File: src/rtl/codec_init_sequencer_if.sv
// Command bus between codec_init_sequencer (master) and the I2C_Command single-write engine
// (slave).
interface codec_init_sequencer_if;
    logic [7:0] cmd_slave_addr;
    logic [7:0] cmd_register;
    logic [7:0] cmd_data;
    logic       cmd_enable;
    logic       cmd_free;

    modport master (
        output cmd_slave_addr,
        output cmd_register,
        output cmd_data,
        output cmd_enable,
        input  cmd_free
    );

    modport slave (
        input  cmd_slave_addr,
        input  cmd_register,
        input  cmd_data,
        input  cmd_enable,
        output cmd_free
    );
endinterface

File: src/rtl/codec_init_sequencer.sv
// Walks the WM8750 init table through I2C_Command after reset, then serves runtime user writes.
// Define I2C_SEQ_RETRY_EN to retry accept timeouts up to RETRIES times before faulting.
module codec_init_sequencer #(
    parameter logic [7:0]  SLAVE_ADDR     = 8'h34,
    parameter int unsigned NUM_ENTRIES    = 8,
    parameter int unsigned GAP_CYCLES     = 256,
    parameter int unsigned ACCEPT_TIMEOUT = 1024,
    parameter int unsigned DONE_TIMEOUT   = 65536,
    parameter int unsigned RETRIES        = 3
) (
    input  logic                          sys_clk,
    input  logic                          sys_rst_n,
    codec_init_sequencer_if.master        cmd,
    input  logic                          user_req,
    input  logic [6:0]                    user_reg,
    input  logic [8:0]                    user_val,
    output logic                          user_ack,
    output logic                          init_done,
    output logic                          busy,
    output logic                          fault,
    output logic [5:0]                    cur_idx
);

    typedef enum logic [2:0] {
        StGap,
        StReady,
        StIssue,
        StWaitAccept,
        StWaitDone,
        StFault
    } state_e;

    localparam logic [16:0] GapLast     = 17'(GAP_CYCLES - 1);
    localparam logic [16:0] AcceptLimit = 17'(ACCEPT_TIMEOUT);
    localparam logic [16:0] DoneLimit   = 17'(DONE_TIMEOUT);
    localparam logic [5:0]  LastIdx     = 6'(NUM_ENTRIES - 1);

    state_e      state_q;
    logic [16:0] timer_q;
    logic [5:0]  cur_idx_q;
    logic        tbl_done_q;
    logic        is_user_q;
    logic        enable_q;
    logic [7:0]  reg_q;
    logic [7:0]  data_q;
    logic        user_ack_q;
    logic        init_done_q;
    logic        busy_q;
    logic        fault_q;
    logic [15:0] tbl_word;

`ifdef I2C_SEQ_RETRY_EN
    localparam int unsigned RetryW = (RETRIES < 2) ? 1 : $clog2(RETRIES + 1);
    logic [RetryW-1:0] retry_q;
`else
    logic unused_retries;
    assign unused_retries = ^RETRIES;
`endif

    // Init ROM, {reg7, val9}; entry 0 resets the codec.
    always_comb begin
        tbl_word = 16'h0000;
        case (cur_idx_q)
            6'd0:    tbl_word = {7'h0F, 9'h000};
            6'd1:    tbl_word = {7'h19, 9'h0FC};
            6'd2:    tbl_word = {7'h1A, 9'h1F8};
            6'd3:    tbl_word = {7'h07, 9'h002};
            6'd4:    tbl_word = {7'h08, 9'h000};
            6'd5:    tbl_word = {7'h05, 9'h000};
            6'd6:    tbl_word = {7'h22, 9'h150};
            6'd7:    tbl_word = {7'h25, 9'h150};
            default: tbl_word = 16'h0000;
        endcase
    end

    always_ff @(posedge sys_clk or negedge sys_rst_n) begin
        if (!sys_rst_n) begin
            state_q     <= StGap;
            timer_q     <= '0;
            cur_idx_q   <= '0;
            tbl_done_q  <= 1'b0;
            is_user_q   <= 1'b0;
            enable_q    <= 1'b0;
            reg_q       <= '0;
            data_q      <= '0;
            user_ack_q  <= 1'b0;
            init_done_q <= 1'b0;
            busy_q      <= 1'b1;
            fault_q     <= 1'b0;
`ifdef I2C_SEQ_RETRY_EN
            retry_q     <= '0;
`endif
        end else begin
            enable_q   <= 1'b0;
            user_ack_q <= 1'b0;
            timer_q    <= (timer_q == '1) ? timer_q : timer_q + 17'd1;
            unique case (state_q)
                StGap: begin
                    if (timer_q >= GapLast) begin
                        timer_q <= '0;
                        if (!tbl_done_q) begin
                            state_q   <= StIssue;
                            enable_q  <= 1'b1;
                            is_user_q <= 1'b0;
                            reg_q     <= tbl_word[15:8];
                            data_q    <= tbl_word[7:0];
                        end else begin
                            state_q     <= StReady;
                            init_done_q <= 1'b1;
                            busy_q      <= 1'b0;
                        end
                    end
                end
                StReady: begin
                    // A busy bus only delays the request; there is no timeout here.
                    if (user_req && cmd.cmd_free) begin
                        state_q   <= StIssue;
                        enable_q  <= 1'b1;
                        timer_q   <= '0;
                        is_user_q <= 1'b1;
                        reg_q     <= {user_reg, user_val[8]};
                        data_q    <= user_val[7:0];
                        busy_q    <= 1'b1;
                    end
                end
                StIssue: begin
                    state_q <= StWaitAccept;
                end
                StWaitAccept: begin
                    if (!cmd.cmd_free) begin
                        state_q <= StWaitDone;
                        timer_q <= '0;
                    end else if (timer_q >= AcceptLimit) begin
`ifdef I2C_SEQ_RETRY_EN
                        if (retry_q < RetryW'(RETRIES)) begin
                            retry_q  <= retry_q + 1'b1;
                            state_q  <= StIssue;
                            enable_q <= 1'b1;
                            timer_q  <= '0;
                        end else begin
                            state_q <= StFault;
                            fault_q <= 1'b1;
                            busy_q  <= 1'b0;
                        end
`else
                        state_q <= StFault;
                        fault_q <= 1'b1;
                        busy_q  <= 1'b0;
`endif
                    end
                end
                StWaitDone: begin
                    if (cmd.cmd_free) begin
                        state_q <= StGap;
                        timer_q <= '0;
`ifdef I2C_SEQ_RETRY_EN
                        retry_q <= '0;
`endif
                        if (is_user_q) begin
                            user_ack_q <= 1'b1;
                        end else if (cur_idx_q == LastIdx) begin
                            tbl_done_q <= 1'b1;
                        end else begin
                            cur_idx_q <= cur_idx_q + 6'd1;
                        end
                    end else if (timer_q >= DoneLimit) begin
                        state_q <= StFault;
                        fault_q <= 1'b1;
                        busy_q  <= 1'b0;
                    end
                end
                StFault: begin
                    state_q <= StFault;
                end
                default: begin
                    state_q <= StFault;
                    fault_q <= 1'b1;
                    busy_q  <= 1'b0;
                end
            endcase
        end
    end

    assign cmd.cmd_slave_addr = SLAVE_ADDR;
    assign cmd.cmd_register   = reg_q;
    assign cmd.cmd_data       = data_q;
    assign cmd.cmd_enable     = enable_q;
    assign user_ack           = user_ack_q;
    assign init_done          = init_done_q;
    assign busy               = busy_q;
    assign fault              = fault_q;
    assign cur_idx            = cur_idx_q;

endmodule

File: src/flat_wrapper.sv
// flat-port wrapper written by rule: the top's interface ports become plain ports
module codec_init_sequencer_flat 
#(
    parameter logic [7:0]  SLAVE_ADDR     = 8'h34,
    parameter int unsigned NUM_ENTRIES    = 8,
    parameter int unsigned GAP_CYCLES     = 256,
    parameter int unsigned ACCEPT_TIMEOUT = 1024,
    parameter int unsigned DONE_TIMEOUT   = 65536,
    parameter int unsigned RETRIES        = 3
)
  (sys_clk, sys_rst_n, user_req, user_reg, user_val, user_ack, init_done, busy, fault, cur_idx, cmd_cmd_slave_addr, cmd_cmd_register, cmd_cmd_data, cmd_cmd_enable, cmd_cmd_free);
  codec_init_sequencer_if cmd_i ();
  input  logic sys_clk;
  input  logic sys_rst_n;
  input  logic user_req;
  input  logic [6:0] user_reg;
  input  logic [8:0] user_val;
  output logic user_ack;
  output logic init_done;
  output logic busy;
  output logic fault;
  output logic [5:0] cur_idx;
  output wire logic [$bits(cmd_i.cmd_slave_addr)-1:0] cmd_cmd_slave_addr;
  output wire logic [$bits(cmd_i.cmd_register)-1:0] cmd_cmd_register;
  output wire logic [$bits(cmd_i.cmd_data)-1:0] cmd_cmd_data;
  output wire logic [$bits(cmd_i.cmd_enable)-1:0] cmd_cmd_enable;
  input wire logic [$bits(cmd_i.cmd_free)-1:0] cmd_cmd_free;
  assign cmd_cmd_slave_addr = cmd_i.cmd_slave_addr;
  assign cmd_cmd_register = cmd_i.cmd_register;
  assign cmd_cmd_data = cmd_i.cmd_data;
  assign cmd_cmd_enable = cmd_i.cmd_enable;
  assign cmd_i.cmd_free = cmd_cmd_free;
  codec_init_sequencer #(.SLAVE_ADDR(SLAVE_ADDR), .NUM_ENTRIES(NUM_ENTRIES), .GAP_CYCLES(GAP_CYCLES), .ACCEPT_TIMEOUT(ACCEPT_TIMEOUT), .DONE_TIMEOUT(DONE_TIMEOUT), .RETRIES(RETRIES)) u_core (.sys_clk(sys_clk), .sys_rst_n(sys_rst_n), .cmd(cmd_i), .user_req(user_req), .user_reg(user_reg), .user_val(user_val), .user_ack(user_ack), .init_done(init_done), .busy(busy), .fault(fault), .cur_idx(cur_idx));
endmodule
File: config.mk
export PLATFORM = sky130hd
export DESIGN_NAME = codec_init_sequencer_flat
export DESIGN_NICKNAME = d
export VERILOG_FILES = /design/src/rtl/codec_init_sequencer_if.sv /design/src/rtl/codec_init_sequencer.sv /design/src/flat_wrapper.sv
export SDC_FILE = /design/constraint.sdc
export NUM_CORES = 1
export LEC_CHECK = 0
export BUFFER_PORTS_ARGS = -buffer_cell sky130_fd_sc_hd__clkbuf_2
export CAP_MARGIN = 20
export CORE_UTILIZATION = 40
export DETAILED_ROUTE_END_ITERATION = 10
export PLACE_DENSITY = 0.68
export SYNTH_ARGS = -nofsm -noshare
export SYNTH_HDL_FRONTEND = slang
export SYNTH_SLANG_ARGS = --single-unit
File: constraint.sdc
create_clock -name sys_clk -period 2.7 [get_ports sys_clk]
set_clock_uncertainty 0.1 [all_clocks]
set_input_delay 0.27 -clock sys_clk [delete_from_list [all_inputs] [get_ports sys_clk]]
set_output_delay 0.27 -clock sys_clk [all_outputs]
set_load 0.01 [all_outputs]
==> results.md, run 1 <==
- Die Ht: around 84 um
- First-pass GRT wire length: between 9000 and 10000 um
- Share of layout cells above drive strength 1: approximately 23%
- End of the worst register-to-register path: u_core.cmd.cmd_data[1]
- Syn avg cell area: 9.497 sq um
- Ant diodes: 0
- Post-synth EDFFs: 0
- CP peak stage delay: roughly 0.53 ns
- Worst vdd rail ir drop: 0.0004524 V
- Tmin final: roughly 2.6 ns
- Starting Density: about two fifths
- Synth Cell Area: 2688 sq um
- # fillers: a little over 600
- WP depth: 5
- RePlAce Congestion: approximately 0.84
- Vias in the first global route: approximately 2000
- Critical Path Source: u_core.timer_q[14]
- Non-filler instance count after layout: 408
- Yosys cell types: 50
- Vias: ~2200
- FF+latch count, synth: slightly below 50
- Detailed-router iteration count before antenna repair: 7
- Asr flop ratio synth: 100.0%
- Synth top area share: 44.69%
- DIE AREA: slightly above 7000 sq um
- Avg WL per Cell: 14.00 um
- Multi-input combinational cell area: approximately 1300 sq um
- Detailed Place HPWL: a little over 4000 um
- Switching Power: between 0.9 and 1 mW
- Fin. max-slew vios: 0
- Total track usage: between 10% and 20%
- Critical path cell sequence: or4_1 -> or4_4 -> o41ai_4 -> nand2_2 -> mux2_2
- Final ANT Viol Nets: 0
- R2r worst-path depth: 5
- Final hold violations: 0
- CTS H-tree depth: 2
- Crit path kind: flop to flop
- Die width: about 84 um
- Internal: 1.512 mW
- DRC: 4
- CTS Buf Count: 5
- RSZ-0062 raised after global routing: no
- Sequential fraction of the synthesis area: a little under half
- P&R area growth vs syn: 14.85%
- Clock Path Buffers: 2
- Cts repair resizes: 0
- Critical Path Sink: u_core.cmd.cmd_data[1]
- Worst min path class: input pin to flop
- DR vias/cell: about 5.5
- Setup crit end kind: flop
- Routed WL: around 5700 um
- RR Startpoint: u_core.timer_q[14]
- Endpoints failing setup: 0
- WP buf/inv: 0
- Reg-to-reg slack, setup: 0.13 ns
- Outcome: finished with violations
- Seq. cell area: around 1200 sq um
- Area contributors post-synth: dfrtp_1 (45%), nor2_1 (5.2%), ha_1 (4.2%)
- Logic pwr share: a little over a third
- Largest delay contributor family on the critical path: simple AND/OR/NAND/NOR gates
- Least-Margin Pin Slew: a little over 0.6 ns
- Worst-path fanout max: 15
- Clock network fraction of design power: between 10% and 20%
- Core ar.: between 6000 and 7000 sq um
- Synth area leader: dfrtp_1
- Clk root buf: clkbuf_8
- Highest clock rate: between 0.3 and 0.4 GHz
- Port Buffer Count: 46
- Failing checks: DRC
- Gr ovfl total: 0
- Fin Setup TNS: 0 ns
- Switch share: between 30% and 40%
- Post-Syn Instances: around 280
- Pwr dens: 794.2 nW/um^2
- Worst slew margin: 59.14%
- Largest net degree at the start of global routing: 50
- Clk_lat worst skew: between 0.3 and 0.4 ns
- Flop pwr share: ~46%
- Critical path data arrival time: 2.68 ns
- Leakage: around 1.4 nW
- YS warnings: 0
- CP Launch Type: flop
- Fin nets: about 360
- CTS sink count: 49
- Clk slew on worst S/H paths: around 0.1 ns
- Synth Flop Type: dfrtp_1
- Io pins: 55
- CP max-delay cell: or4_1
- Placed cell count: approximately 400
- # Max-Cap Violations: 0
- Iter 0 DRT Violations: 213
- CTS tree: built
- Row cnt: 29
- Initial antenna violation count: 0
- Worst path required time: 2.81 ns
- Final period util: 95.03%
## per-layer routing
| metal | up-vias | track usage (%) | routed length (um) |
|---|---|---|---|
| li1 | 1102 | - | - |
| met2 | 62 | 26.68 | 2656 |
| met1 | 1066 | 23.91 | 2744 |
| met5 | - | 0 | 0 |
| met3 | 4 | 3.462 | 270 |
| met4 | 0 | 4.232 | 40 |
## tightest hold or removal path: cells and delay by family
family / cells / cell delay [ns]
AND/OR/NAND/NOR: 2 / 0.08
buffers and inverters: 1 / 0.08
## layout make-up
| type | instances | area share, % |
|---|---|---|
| multi-input cells | 205 | 42.48 |
| well taps | 77 | 3.121 |
| flip-flops and latches | 49 | 39.76 |
| clock inverters | 3 | 0.8512 |
| inverters | 13 | 1.581 |
| repair buffers | 56 | 9.972 |
| clock buffers | 5 | 2.229 |
## per-stage QoR
step	area (sq um)	setup WS (ns)	hold slack [ns]	utilization [%]	power, mW
6_report	3087	0.1342	0.04165	48.06	2.452
5_1_grt	3087	0.02397	0.04107	48.06	2.627
4_1_cts	3087	0.1189	0.03600	48.06	2.471
3_5_place_dp	2982	0.1358	0.3181	46.43	2.006
3_3_place_gp	2982	0.1598	0.3140	46.43	1.993
2_1_floorplan	2710	0.2431	-0.1256	-	1.711
## power groups by stage
| stage | registers, mW | logic, mW | clock network [mW] |
|---|---|---|---|
| floorplan | 1.10 | 0.608 | 0 |
| global placement | 1.13 | 0.865 | 0 |
| detailed placement | 1.13 | 0.878 | 0 |
| CTS | 1.12 | 0.878 | 0.476 |
| global route | 1.15 | 0.978 | 0.498 |
| finish | 1.12 | 0.871 | 0.462 |
## worst min-delay path by stage
stage / startpoint / end / slack (ns) / depth (start not counted)
floorplan: sys_rst_n / u_core.cmd.cmd_data[0] / -0.13 / 0
global placement: sys_rst_n / u_core.state_q[2] / 0.31 / 2
detailed placement: sys_rst_n / u_core.state_q[2] / 0.32 / 2
CTS: user_reg[6] / u_core.cmd.cmd_register[7] / 0.04 / 3
global route: user_reg[6] / u_core.cmd.cmd_register[7] / 0.04 / 3
finish: user_reg[6] / u_core.cmd.cmd_register[7] / 0.04 / 3
## layout by cell type, fill, tap and decap left out, types with 3 or more instances in the layout
cell      count
a22oi_1      10
conb_1        8
nand3_1       7
xor2_1        4
or4_1         4
nand4_1      10
and4_1        3
nor4_1        3
nor2_1       37
a21oi_1      16
ha_1          9
o21ai_0       9
clkbuf_8      5
inv_1        13
nand2_1      19
nor2b_1       3
o221a_2       5
xnor2_1       9
nor3_1        8
buf_4         9
a32oi_1       3
and3_1        3
a21o_1        3
clkbuf_2     46
dfrtp_1      48
## cells by family (layout without fill, tap and decap cells)
kind of cell	count (synthesis)	in the layout	synth area share (%)
compound gates	63	63	17.27
simple gates	108	108	20.39
xor+xnor	13	13	4.237
flops	49	49	45.67
other cells	2	8	0.2794
mux	4	4	1.583
buf+inv	35	77	6.378
fa+ha+maj	9	9	4.190
## cell usage after synthesis (all sizes together), types with 3 or more instances
library cell   n
dfrtp         48
nor2          37
nand2         20
a21oi         16
inv           13
buf           11
clkbuf        11
a22oi         10
nand4         10
o21ai         10
ha             9
xnor2          9
nor3           8
nand3          7
o221a          7
or4            5
xor2           4
a21o           3
a32oi          3
and3           3
and4           3
nor2b          3
nor4           3
## repair_timing
item / 4_1_cts / 5_1_grt
hold endpoints to repair: 48 / 0
hold buffers: 1 / 0
setup buffers: 0 / 0
## sequential cells by signal, indices dropped and copies added (netlist names)
register / cells
u_core.cmd.cmd_enable: 1
u_core.cmd.cmd_register: 8
u_core.cmd.cmd_data: 8
u_core.init_done: 1
u_core.busy: 1
u_core.user_ack: 1
u_core.state_q: 3
u_core.is_user_q: 1
u_core.timer_q: 17
u_core.fault: 1
u_core.cur_idx: 6
u_core.tbl_done_q: 1
Power figures use the tool's default switching activity.
==> inputs of run 2 (changes only) <==
Settings changed: PLACE_DENSITY 0.68 to 0.69, SETUP_SLACK_MARGIN set to 0.4.
==> run 2 against run 1 <==
Effect of this change:
- the flow still finishes with violations (DRC)
- clock power shrank 0.9%
- via count is 5.8% higher
- worst hold slack gained 0.0076 ns
- clock-buffer cell count did not move
- first-iteration DRC count stayed put
- critical path depth up 3
- critical path type unchanged
- largest power group unchanged
==> results.md, run 2 (synthesized netlist as in run 1, its figures left out) <==
- Met2 usage: between 30 and 40%
- CTS H-tree depth: 2
- Worst-path fanout max: 5
- Design Power: 2.619 mW
- Row cnt: 29
- Clk slew on worst S/H paths: approximately 0.10 ns
- Detailed-router iteration count before antenna repair: 7
- Gr ovfl total: 0
- Most common cell after layout, fill and taps aside: dfrtp_1
- Clk root buf: clkbuf_8
- Fin nets: 377
- CTS Buf Count: 5
- DR vias/cell: around 5.5
- Leakage: ~1.5 nW
- Pwr dens: around 770 nW/um^2
- Fin Setup TNS: 0 ns
- Outcome: finished with violations
- Endpoints failing setup: 0
- Hold Slack: around 0.049 ns
- Cell depth of the worst min-delay path: 3
- Port Buffer Count: 46
- CP Launch Type: flop
- Initial antenna violation count: 0
- Non-filler instance count after layout: 426
- Grt met3 use: approximately 3.0%
- Failing checks: DRC
- Final ANT Viol Nets: 0
- P&R area growth vs syn: 26.02%
- RePlAce Congestion: a little under 0.9
- Worst setup margin: approximately 0.28 ns
- Placed cell count: 399
- Share of layout cells above drive strength 1: a little under a third
- Iter 0 DRT Violations: 213
- DIE AREA: about 7100 sq um
- Setup crit end kind: flop
- Hold Crit Start: user_val[0]
- Final hold violations: 0
- Routed WL: ~6500 um
- Die Ht: 83.97 um
- Clk_lat worst skew: 0.31 ns
- Most flops, register: u_core.timer_q
- Worst slew margin: between 40 and 50%
- Starting Density: 41.85%
- End of the worst register-to-register path: u_core.cmd.cmd_register[7]
- WHS Endpoint: u_core.cmd.cmd_data[0]
- CTS tree: built
- Fin. max-slew vios: 0
- Worst min path class: input pin to flop
- Vias: 2364
- Max FFs per register: 17
- Avg WL per Cell: ~15 um
- M1 GR Usage: 24.37%
- Worst path required time: 2.86 ns
- DRC: 2
- Vias in the first global route: roughly 2300
- # Max-Cap Violations: 0
- Io pins: 55
- Crit path kind: flop to flop
- Commonest cells after routing, fill and taps aside: dfrtp_1 (48), clkbuf_2 (46), nor2_1 (36), buf_4 (20), nand2_1 (19)
- First-pass GRT wire length: around 11000 um
- Least-Margin Pin Slew: 0.8308 ns
- RR Startpoint: u_core.timer_q[14]
- Critical path data arrival time: between 2 and 3 ns
- Ant diodes: 0
- Tmin final: between 2 and 2.5 ns
- # fillers: around 590
- Worst vdd rail ir drop: between 0.0003 and 0.0004 V
- Critical path cell sequence: or4_4 -> or4_4 -> o41ai_4 -> buf_6 -> buf_6 -> buf_4 -> nand3_1 -> nand2_1
- Highest clock rate: slightly above 0.4 GHz
- WP buf/inv: 3
- R2r worst-path depth: 8
- Reg-to-reg slack, setup: around 0.28 ns
- Largest delay contributor family on the critical path: simple AND/OR/NAND/NOR gates
- Place WS: roughly 0.084 ns
- Detailed Place HPWL: ~4200 um
- CP max-delay cell: or4_4
- Core ar.: ~6400 sq um
- Grt peak-use layer: met2
- Clock Path Buffers: 2
- CP peak stage delay: between 0.5 and 0.6 ns
- RSZ-0062 raised after global routing: yes
- Final period util: around nine tenths
- CTS sink count: 49
- Largest net degree at the start of global routing: 34
- Die width: roughly 84 um
- Total track usage: 19.03%
==> run 2: repair_timing <==
action                                 4_1_cts  5_1_grt
endpoints found under the hold margin       31        0
setup endpoints to repair                   33       37
gates resized for setup                     15       14
hold buffers                                 1        0
pin swaps                                   16       11
gates cloned                                 3        0
buffers inserted                            10        5
==> run 2: stage by stage <==
stage / util, % / instance area, sq um
floorplan: - / 2714
global placement: 46.48 / 2985
detailed placement: 46.48 / 2985
CTS: 51.02 / 3277
global route: 52.74 / 3387
finish: 52.74 / 3387
==> run 2: routing by layer <==
| metal | routed length, um | vias up |
|---|---|---|
| li1 | - | 1138 |
| met1 | 2911 | 1156 |
| met2 | 3242 | 63 |
| met3 | 276 | 7 |
| met4 | 82 | 0 |
| met5 | 0 | - |
==> run 2: worst min-delay path, stage by stage <==
cell and delay [ns]:
clkbuf_2 0.08, nand2_1 0.04, nand2_1 0.05
==> run 2: final cells by class <==
class	count	area [sq um]	area share, %
Clock buffer	5	68.82	2.032
Inverter	13	48.80	1.441
Sequential cell	49	1227	36.24
Tap cell	77	96.34	2.844
Timing Repair Buffer	71	435.4	12.86
Clock inverter	3	26.28	0.7758
Multi-Input combinational cell	208	1484	43.81
==> run 2: power breakdown <==
part / leakage, nW / internal, mW / total (mW) / switching, mW
sequential: 0.602 / 0.920 / 1.12 / 0.203
clock: 0.0423 / 0.189 / 0.458 / 0.270
combinational: 0.898 / 0.482 / 1.04 / 0.556
total: 1.54 / 1.59 / 2.62 / 1.03
==> run 2: worst max path at each step <==
stage / slack [ns] / to / startpoint / depth (start not counted)
floorplan: 0.32 / u_core.cmd.cmd_data[6] / u_core.timer_q[13] / 6
global placement: 0.18 / u_core.timer_q[6] / u_core.timer_q[14] / 5
detailed placement: 0.08 / u_core.timer_q[6] / u_core.timer_q[14] / 5
CTS: 0.27 / u_core.cmd.cmd_data[6] / u_core.timer_q[13] / 7
global route: 0.23 / u_core.cmd.cmd_data[1] / u_core.timer_q[14] / 6
finish: 0.28 / u_core.cmd.cmd_register[7] / u_core.timer_q[14] / 8
